File: src/rtl/tick_divider_pkg.sv
// Shared constants and width helpers for the tick_divider timebase.
// Optional stage_cnt_o output is controlled by TICK_DIVIDER_CNT_OUT_EN.
package tick_divider_pkg;

  localparam int unsigned CNT_W_DEF = 24;
  localparam int unsigned DIV_DEF   = 2500000;
  localparam int unsigned RATIO_DEF = 10;

  // Smallest r with 2**r >= v.
  function automatic int unsigned clog2(input int unsigned v);
    int unsigned r;
    r = 0;
    for (int i = 0; i < 32; i++) begin
      if ((64'd1 << i) < 64'(v)) r = 32'(i + 1);
    end
    return r;
  endfunction

  // Stage counter width, never narrower than one bit.
  function automatic int unsigned stage_w(input int unsigned ratio);
    return (clog2(ratio) < 1) ? 1 : clog2(ratio);
  endfunction

  typedef logic [stage_w(RATIO_DEF)-1:0] stage_cnt_def_t;

endpackage

File: src/rtl/tick_stage.sv
// One cascaded modulo-RATIO stage; carry_out_c fires when the carry reaches it at terminal count.
// The count port exists only with TICK_DIVIDER_CNT_OUT_EN defined.
module tick_stage
  import tick_divider_pkg::*;
#(
  parameter int unsigned RATIO = RATIO_DEF
) (
  input  logic                      clk,
  input  logic                      rst_n,
  input  logic                      en,
  input  logic                      clr,
  input  logic                      carry_in,
  output logic                      carry_out_c
`ifdef TICK_DIVIDER_CNT_OUT_EN
  ,
  output logic [stage_w(RATIO)-1:0] count
`endif
);

  localparam int unsigned W = stage_w(RATIO);

  logic [W-1:0] count_q;
  logic         at_term_c;

  assign at_term_c   = (count_q == W'(RATIO - 1));
  assign carry_out_c = en && carry_in && at_term_c;

  always_ff @(posedge clk or negedge rst_n) begin
    if (!rst_n) begin
      count_q <= '0;
    end else if (clr) begin
      count_q <= '0;
    end else if (en && carry_in) begin
      count_q <= at_term_c ? '0 : count_q + W'(1);
    end
  end

`ifdef TICK_DIVIDER_CNT_OUT_EN
  assign count = count_q;
`endif

endmodule

File: src/rtl/tick_divider.sv
// Programmable prescaler plus cascaded decade-style stages producing single-cycle ticks and a square wave.
// Defining TICK_DIVIDER_CNT_OUT_EN adds stage_cnt_o with the live stage counts.
module tick_divider
  import tick_divider_pkg::*;
#(
  parameter int unsigned CNT_W       = CNT_W_DEF,
  parameter int unsigned DEF_DIV     = DIV_DEF,
  parameter int unsigned NUM_CH      = 3,
  parameter int unsigned STAGE_RATIO = RATIO_DEF
) (
  input  logic                   clk,
  input  logic                   rst_n,
  input  logic                   en,
  input  logic                   clr,
  input  logic [CNT_W-1:0]       div_i,
  input  logic                   div_load,
  output logic                   div_busy,
  output logic [NUM_CH-1:0]      tick_o,
  output logic                   sq_o
`ifdef TICK_DIVIDER_CNT_OUT_EN
  ,
  output logic [(NUM_CH-1)*stage_w(STAGE_RATIO)-1:0] stage_cnt_o
`endif
);

`ifdef TICK_DIVIDER_CNT_OUT_EN
  localparam int unsigned SW = stage_w(STAGE_RATIO);
`endif

  logic [CNT_W-1:0]  div_act;
  logic [CNT_W-1:0]  div_pend;
  logic [CNT_W-1:0]  cnt;
  logic [CNT_W-1:0]  eff_div_c;
  logic              wrap_c;
  logic [NUM_CH-1:0] carry_c;

  // A zero divisor behaves as divide-by-one.
  assign eff_div_c  = (div_act == '0) ? CNT_W'(1) : div_act;
  assign wrap_c     = en && (cnt >= eff_div_c - CNT_W'(1));
  assign carry_c[0] = wrap_c;

  for (genvar k = 1; k < NUM_CH; k++) begin : g_stage
    tick_stage #(
      .RATIO(STAGE_RATIO)
    ) u_stage (
      .clk        (clk),
      .rst_n      (rst_n),
      .en         (en),
      .clr        (clr),
      .carry_in   (carry_c[k-1]),
      .carry_out_c(carry_c[k])
`ifdef TICK_DIVIDER_CNT_OUT_EN
      ,
      .count      (stage_cnt_o[(k-1)*SW +: SW])
`endif
    );
  end

  // Prescaler, square wave, tick register and glitch-free divisor reload.
  always_ff @(posedge clk or negedge rst_n) begin
    if (!rst_n) begin
      div_act  <= CNT_W'(DEF_DIV);
      div_pend <= '0;
      div_busy <= 1'b0;
      cnt      <= '0;
      sq_o     <= 1'b0;
      tick_o   <= '0;
    end else if (clr) begin
      cnt      <= '0;
      sq_o     <= 1'b0;
      tick_o   <= '0;
      div_busy <= 1'b0;
      if (div_load) begin
        div_act <= div_i;
      end else if (div_busy) begin
        div_act <= div_pend;
      end
    end else if (!en) begin
      tick_o <= '0;
      if (div_load) begin
        div_act  <= div_i;
        cnt      <= '0;
        div_busy <= 1'b0;
      end
    end else begin
      tick_o <= carry_c;
      if (wrap_c) begin
        cnt  <= '0;
        sq_o <= ~sq_o;
        if (div_busy) begin
          div_act  <= div_pend;
          div_busy <= 1'b0;
        end
      end else begin
        cnt <= cnt + CNT_W'(1);
      end
      // A load on a wrap edge stays pending for the following wrap.
      if (div_load) begin
        div_pend <= div_i;
        div_busy <= 1'b1;
      end
    end
  end

endmodule

File: config.mk
export PLATFORM = sky130hd
export DESIGN_NAME = tick_divider
export DESIGN_NICKNAME = d
export VERILOG_FILES = /design/src/rtl/tick_divider_pkg.sv /design/src/rtl/tick_stage.sv /design/src/rtl/tick_divider.sv
export SDC_FILE = /design/constraint.sdc
export NUM_CORES = 1
export LEC_CHECK = 0
export BUFFER_PORTS_ARGS = -buffer_cell sky130_fd_sc_hd__buf_2
export CAP_MARGIN = 10
export CELL_PAD_IN_SITES_DETAIL_PLACEMENT = 0
export CELL_PAD_IN_SITES_GLOBAL_PLACEMENT = 1
export CORE_ASPECT_RATIO = 1.2
export CORE_MARGIN = 2
export CORE_UTILIZATION = 40
export DETAILED_ROUTE_END_ITERATION = 6
export PLACE_DENSITY_LB_ADDON = 0.1
export SLEW_MARGIN = 20
export SYNTH_ARGS = -nofsm -noshare
export SYNTH_HDL_FRONTEND = slang
export SYNTH_SLANG_ARGS = --single-unit
File: constraint.sdc
create_clock -name clk -period 8.67 [get_ports clk]
set_input_delay 0.4335 -clock clk [delete_from_list [all_inputs] [get_ports clk]]
set_output_delay 0.4335 -clock clk [all_outputs]
set_load 0.005 [all_outputs]
### Word-level counts from Yosys, hierarchy flattened

Cells that the tools add are included.

* register bits after elaboration: 85
* input port bits: 29
* word-level logic and storage cells: 61

* $add $sub $neg: 4
* magnitude comparators: 1
* equal/unequal tests: 3
* muxes and demuxes: 27
* bitwise gates (word level): 2
* reductions and logical operators: 16

Operators with widths (number)
* 24-bit 2-to-1 mux: 11
* 24-bit by 1-bit adder with 24-bit output (second input constant): 1
* 24-bit >= comparator: 1
* 24-bit logical NOT: 1
* 4-bit 2-to-1 mux: 6
* 24-bit by 1-bit subtractor with 24-bit output (second input constant): 1
* 4-bit by 1-bit adder with 4-bit output (second input constant): 2
* 4-bit == test (second input constant): 2
* 1-bit 2-to-1 mux: 8
* 2-bit nonzero test: 4
* 3-bit 2-to-1 mux: 2
* 2-bit AND reduction: 3
* 3-bit nonzero test: 2
* 1-bit logical AND: 5
* 3-bit by 1-bit inequality test with 1-bit output (second input constant): 1
* 3-bit AND reduction: 1
* 1-bit NOT: 2

### Longest topological paths before layout

* depth in word-level cells: 11
* gate-level depth with buffers: 21
* depth with buffers taken out: 20

### Hierarchy

A second synthesis with hierarchy kept.

* cell total of the unflattened synthesis: 532
* area total of the unflattened synthesis: 5353.9 um2

Modules (own cells, without submodules)
* tick_divider: instances 1, cells an instance 480, area an instance 4873.4 um2, sequential area each 1936.9 um2
* tick_stage: instances 2, cells an instance 26, area an instance 240.2 um2, sequential area each 100.1 um2

### Least setup slack after synthesis

Ideal clock, no wire load.

* path kind: register to register
* from: reg div_act[9]
* to: reg div_act[10]
* setup time: 0.075 ns
* data arrival time: 4.278 ns
* path slack: 4.317 ns
* cell stages (with the launch flop): 22
* path buffers: 1
* period minus slack after synthesis: 4.353 ns
* path through: dfrtp_1 -> or4_4 -> nor4_4 -> nand4bb_1 -> nor2_1 -> nor2_1 -> ha_1 -> nand3b_1 -> nand2b_1 -> nand2b_1 -> nand2b_1 -> nor3_1 -> xnor2_1 -> ha_1 -> nand4_1 -> nor3_2 -> nand2_1 -> and3_1 -> a31oi_4 -> a21boi_4 -> buf_6 -> a2bb2oi_1

* word-level cells in the longest chain between the ends: 7

Ends and longest elaborated chain
* start, declared: RTL line tick_divider.sv:30 `logic [CNT_W-1:0] div_act;`
* start signal, assigned: RTL line tick_divider.sv:62 `div_act <= CNT_W'(DEF_DIV);`
* start signal, assigned: RTL line tick_divider.sv:74 `div_act <= div_i;`
* start signal, assigned: RTL line tick_divider.sv:76 `div_act <= div_pend;`
* 24-bit logical NOT: RTL line tick_divider.sv:38 `assign eff_div_c = (div_act == '0) ? CNT_W'(1) : div_act;`
* 24-bit 2-to-1 mux (*): RTL line tick_divider.sv:38
* 24-bit by 1-bit subtractor with 24-bit output (*): RTL line tick_divider.sv:39 `assign wrap_c = en && (cnt >= eff_div_c - CNT_W'(1));`
* 24-bit >= comparator (*): RTL line tick_divider.sv:39
* 1-bit logical AND (*): RTL line tick_divider.sv:39
* 3-bit by 1-bit inequality test with 1-bit output (no source line) (*)
* 2-bit AND reduction (no source line) (*)

Mark *: on every way between the ends. The rest lies on a longest branch, timed or not.
A chain may end at the register's enable or synchronous reset.

### Final worst setup path

* from: reg div_act[9]
* to: reg div_act[23]

The elaborated chain is that of the path after synthesis.

==> impl_results.html <==
<table>
<tr><th>Metric</th><th>Value</th></tr>
<tr><th colspan="2">Worst setup path</th></tr>
<tr><td>Critical R2R Capture</td><td>div_act[23]$_DFFE_PN0P_</td></tr>
<tr><td>Depth of the worst register-to-register path</td><td>20</td></tr>
<tr><td>Start point of the critical path</td><td>div_act[9]$_DFFE_PN0P_</td></tr>
<tr><td>Category of the most critical setup path</td><td>register to register</td></tr>
<tr><td>Maximum fanout count along the critical path</td><td>24</td></tr>
<tr><td>Worst reg-to-reg setup slack</td><td>3.65 ns</td></tr>
<tr><td>Kind of start point of the critical path</td><td>register</td></tr>
<tr><td>Worst Setup EP</td><td>div_act[23]$_DFFE_PN0P_</td></tr>
<tr><td>Category of the worst setup path capture point</td><td>register</td></tr>
<tr><td>Required time at the worst-slack endpoint</td><td>8.93 ns</td></tr>
<tr><td>Critical path arrival</td><td>5.28 ns</td></tr>
<tr><td>Launch point of the worst reg-to-reg path</td><td>div_act[9]$_DFFE_PN0P_</td></tr>
<tr><th colspan="2">Synth</th></tr>
<tr><td>Register bit total from synthesis</td><td>85</td></tr>
<tr><td>Largest cells by area after synthesis</td><td>sky130_fd_sc_hd__dfrtp_1 41%, sky130_fd_sc_hd__ha_1 7.9%, sky130_fd_sc_hd__mux2_2 6.2%, sky130_fd_sc_hd__dfstp_2 4.4%, sky130_fd_sc_hd__a2bb2oi_1 4.2%</td></tr>
<tr><td>Net Count, Synth</td><td>505</td></tr>
<tr><td>Yosys top cell area share</td><td>40.55%</td></tr>
<tr><td>Dominant cell type by area after synthesis</td><td>sky130_fd_sc_hd__dfrtp_1</td></tr>
<tr><td>Synth warnings</td><td>0</td></tr>
<tr><td>Syn Std Cell Area</td><td>4752 um^2</td></tr>
<tr><td>Number of enable-type register cells in the synthesized netlist</td><td>0</td></tr>
<tr><td>Synthesized area per cell</td><td>10.65 um^2</td></tr>
<tr><td>Number of distinct library cell variants in the gate-level netlist after synthesis</td><td>55</td></tr>
<tr><td>Post-synthesis sequential area ratio</td><td>44.97%</td></tr>
<tr><td>Synth Flop Type</td><td>sky130_fd_sc_hd__dfrtp_1</td></tr>
<tr><td>Instance count of the mapped netlist</td><td>446</td></tr>
<tr><td>FFs w/ async S/R, synth</td><td>100.0%</td></tr>
<tr><th colspan="2">Layout</th></tr>
<tr><td>Area of the multi-input gates</td><td>2509 um^2</td></tr>
<tr><td>Flip-flop and latch area</td><td>2137 um^2</td></tr>
<tr><td>Layout cell share with drive strength beyond 1</td><td>20.41%</td></tr>
<tr><td>Design area</td><td>5421 um^2</td></tr>
<tr><td>Leading cell type in the layout, fill and taps excluded</td><td>sky130_fd_sc_hd__dfrtp_1</td></tr>
<tr><td>Final core utilization</td><td>46.87%</td></tr>
<tr><td>Number of inserted diodes</td><td>0</td></tr>
<tr><td>Final nets</td><td>539</td></tr>
<tr><td>Commonest cells after routing, fill and taps aside</td><td>77 x sky130_fd_sc_hd__dfrtp_1, 47 x sky130_fd_sc_hd__nor2_1, 32 x sky130_fd_sc_hd__buf_2</td></tr>
<tr><td>Synthesis-to-layout area growth</td><td>14.09%</td></tr>
<tr><td>Filler Cells Inserted</td><td>1122</td></tr>
<tr><th colspan="2">Placement</th></tr>
<tr><td>Placer Congestion</td><td>0.7437</td></tr>
<tr><td>Post-detailed-placement half-perimeter wirelength</td><td>7.374 mm</td></tr>
<tr><td>Placed cell area</td><td>5077 um^2</td></tr>
<tr><td>Number of buffers added on ports</td><td>33</td></tr>
<tr><th colspan="2">STA</th></tr>
<tr><td>Slew at the pin closest to its max-slew limit</td><td>1.080 ns</td></tr>
<tr><td>Period minus WS final</td><td>5.025 ns</td></tr>
<tr><td>RSZ-0062 raised after global routing</td><td>false</td></tr>
<tr><td>Fin crit share</td><td>57.95%</td></tr>
<tr><td>Final Max Slew Viols</td><td>0</td></tr>
<tr><td>Final Skew</td><td>0.005557 ns</td></tr>
<tr><td>Final sum of negative setup slack</td><td>0 ns</td></tr>
<tr><td>Worst-case headroom to the max-slew limit</td><td>27.84%</td></tr>
<tr><td>Worst hold slack</td><td>0.1520 ns</td></tr>
<tr><td>Hold Vio Cnt, Final</td><td>0</td></tr>
<tr><td>Number of endpoints failing setup at the final stage</td><td>0</td></tr>
<tr><td>Highest Clock Rate</td><td>0.1990 GHz</td></tr>
<tr><th colspan="2">Floorplanning</th></tr>
<tr><td>Core region area</td><td>11570 um^2</td></tr>
<tr><td>Die ar.</td><td>12770 um^2</td></tr>
<tr><td>Cell row count</td><td>43</td></tr>
<tr><td>Chip width</td><td>103.5 um</td></tr>
<tr><td>Initial Util</td><td>41.08%</td></tr>
<tr><td>Count of pins on the block boundary</td><td>34</td></tr>
<tr><td>Chip height</td><td>123.4 um</td></tr>
<tr><th colspan="2">CTS</th></tr>
<tr><td>Number of gates resized after CTS</td><td>0</td></tr>
<tr><td>Root Buffer Master</td><td>sky130_fd_sc_hd__clkbuf_16</td></tr>
<tr><td>CTS tree</td><td>yes</td></tr>
<tr><td>Worst skew pair latency</td><td>0.34 ns</td></tr>
<tr><td>Cts bufs inserted</td><td>9</td></tr>
<tr><td>Maximum root-to-sink buffer count</td><td>2</td></tr>
<tr><td>CTS sink count</td><td>85</td></tr>
<tr><td>Hold-fix buffers at CTS</td><td>0</td></tr>
<tr><td>Clk slew on worst S/H paths</td><td>0.06 ns</td></tr>
<tr><td>Level count of the clock H-tree</td><td>3</td></tr>
<tr><td>Number of setup buffers added after CTS</td><td>0</td></tr>
<tr><th colspan="2">Drt</th></tr>
<tr><td>Routed wire length</td><td>10.41 mm</td></tr>
<tr><td>Remaining DRCs</td><td>0</td></tr>
<tr><td>Avg Vias per Cell</td><td>5.470</td></tr>
<tr><td>First drt pass iteration count</td><td>4</td></tr>
<tr><td>Number of DRC violations after detailed-routing iteration 0</td><td>101</td></tr>
<tr><td>Detail Route Antenna Nets</td><td>0</td></tr>
<tr><td>Vias after detailed routing</td><td>3512</td></tr>
<tr><td>WL per Instance</td><td>16.21 um</td></tr>
<tr><th colspan="2">Global routing</th></tr>
<tr><td>Vias in the first global route</td><td>3582</td></tr>
<tr><td>Number of antenna violations at the first check in global routing</td><td>0</td></tr>
<tr><td>Total global routing overflow</td><td>0</td></tr>
<tr><td>Wire length of the first global-routing pass</td><td>17.92 mm</td></tr>
<tr><td>Total Routing Usage GR</td><td>17.67%</td></tr>
<tr><td>Pin count of the biggest net entering global routing</td><td>86</td></tr>
<tr><th colspan="2">Worst hold path</th></tr>
<tr><td>Min-delay worst type</td><td>input port to async pin</td></tr>
<tr><th colspan="2">Pwr</th></tr>
<tr><td>Total leakage power</td><td>2.305 nW</td></tr>
<tr><td>Maximum VDD drop</td><td>110.4 uV</td></tr>
<tr><td>PD cells</td><td>200.4 nW/um^2</td></tr>
<tr><th colspan="2">Run</th></tr>
<tr><td>Max-cap viol count</td><td>0</td></tr>
<tr><th colspan="2">Run status</th></tr>
<tr><td>Run status</td><td>finished, final reports clean</td></tr>
</table>
[per-layer routing]
metal	track usage [%]	up-vias	share of wire [%]
met5	0	-	0
met2	29.47	51	49
met4	7.686	0	1.9
met1	23.25	1732	47
li1	-	1716	-
met3	2.425	13	2.3
[worst min path at each step]
| stage | from | endpoint | slack [ns] | cells after the start |
|---|---|---|---|---|
| CTS | div_i[4] | div_pend[4]$_DFFE_PN0P_ | 0.33 | 2 |
| finish | rst_n | cnt[3]$_DFFE_PN0P_ | 0.15 | 1 |
| global route | rst_n | cnt[3]$_DFFE_PN0P_ | 0.22 | 1 |
| detailed placement | sq_o$_DFFE_PN0P_ | sq_o$_DFFE_PN0P_ | 0.47 | 1 |
| floorplan | rst_n | cnt[0]$_DFFE_PN0P_ | 0.14 | 0 |
| global placement | sq_o$_DFFE_PN0P_ | sq_o$_DFFE_PN0P_ | 0.46 | 1 |
[cells by family after synthesis]
logic type	count (synthesis)	share of synthesized area [%]
xor+xnor	37	6.819
compound gates	97	15.38
simple gates	144	16.04
flops	85	44.97
buf+inv	25	2.317
fa+ha+maj	30	7.899
mux	28	6.582
[where the power goes]
part	internal [mW]	total, mW	switching [mW]
Sequential	0.446	0.489	0.0424
Combinational	0.0848	0.159	0.0742
Clock	0.281	0.439	0.157
Total	0.813	1.09	0.274
[cell usage after synthesis, types with 2 or more instances]
master                      number
sky130_fd_sc_hd__a21o_1          4
sky130_fd_sc_hd__a21oi_1         9
sky130_fd_sc_hd__a221o_1         2
sky130_fd_sc_hd__a2bb2oi_1      23
sky130_fd_sc_hd__and2_1          4
sky130_fd_sc_hd__and3_1          3
sky130_fd_sc_hd__and4_1          2
sky130_fd_sc_hd__buf_6           2
sky130_fd_sc_hd__clkbuf_1       10
sky130_fd_sc_hd__dfrtp_1        77
sky130_fd_sc_hd__dfstp_2         8
sky130_fd_sc_hd__ha_1           30
sky130_fd_sc_hd__inv_1          12
sky130_fd_sc_hd__mux2_2         26
sky130_fd_sc_hd__mux2i_1         2
sky130_fd_sc_hd__nand2_1        21
sky130_fd_sc_hd__nand2b_1        7
sky130_fd_sc_hd__nand3_1        12
sky130_fd_sc_hd__nand3b_1        5
sky130_fd_sc_hd__nand4_1         9
sky130_fd_sc_hd__nand4b_1        2
sky130_fd_sc_hd__nor2_1         47
sky130_fd_sc_hd__nor2b_1         6
sky130_fd_sc_hd__nor3_1         10
sky130_fd_sc_hd__nor4_1          6
sky130_fd_sc_hd__o21a_1          2
sky130_fd_sc_hd__o21ai_0        14
sky130_fd_sc_hd__o22ai_1        25
sky130_fd_sc_hd__o31ai_1         3
sky130_fd_sc_hd__o41ai_1         2
sky130_fd_sc_hd__or4_4           2
sky130_fd_sc_hd__xnor2_1        23
sky130_fd_sc_hd__xor2_1         14
[registers in the layout, summed over array words and instances, names as in the netlist]
register / flops
cnt: 24
div_act: 24
div_busy: 1
div_pend: 24
g_stage.u_stage.count_q: 8
sq_o: 1
tick_o: 3
[critical path: stages, from the launching register on]
cell and delay, ns:
sky130_fd_sc_hd__dfrtp_1 0.44, sky130_fd_sc_hd__or4_4 0.60, sky130_fd_sc_hd__nor4_4 0.27, sky130_fd_sc_hd__nand4bb_1 0.25, sky130_fd_sc_hd__nor2_1 0.25, sky130_fd_sc_hd__nor2_1 0.10
sky130_fd_sc_hd__ha_1 0.23, sky130_fd_sc_hd__nand3b_1 0.10, sky130_fd_sc_hd__nand2b_1 0.13, sky130_fd_sc_hd__nand2b_1 0.22, sky130_fd_sc_hd__nand2b_1 0.16, sky130_fd_sc_hd__nor3_1 0.06
sky130_fd_sc_hd__xnor2_1 0.15, sky130_fd_sc_hd__ha_1 0.31, sky130_fd_sc_hd__nand4_1 0.13, sky130_fd_sc_hd__nor2_1 0.17, sky130_fd_sc_hd__o21ai_0 0.13, sky130_fd_sc_hd__and3_1 0.24
sky130_fd_sc_hd__a31oi_4 0.18, sky130_fd_sc_hd__a21boi_4 0.60, sky130_fd_sc_hd__a2bb2oi_1 0.20
[metrics by stage]
step / std cells / setup slack, ns / total power, mW
floorplan: 446 / 4.317 / 0.6037
global route: 642 / 3.152 / 1.142
finish: 642 / 3.645 / 1.087
detailed placement: 626 / 3.642 / 0.6551
global placement: 626 / 3.787 / 0.6501
CTS: 642 / 3.596 / 1.099
[area by class of cell]
class                   instances  area share (%)
inverters                      12          0.8308
flip-flops and latches         85           39.42
well taps                     157           3.623
repair buffers                 36           3.577
multi-input cells             336           46.27
clock inverters                 6           2.054
clock buffers                  10           4.223
Power figures use the tool's default switching activity.
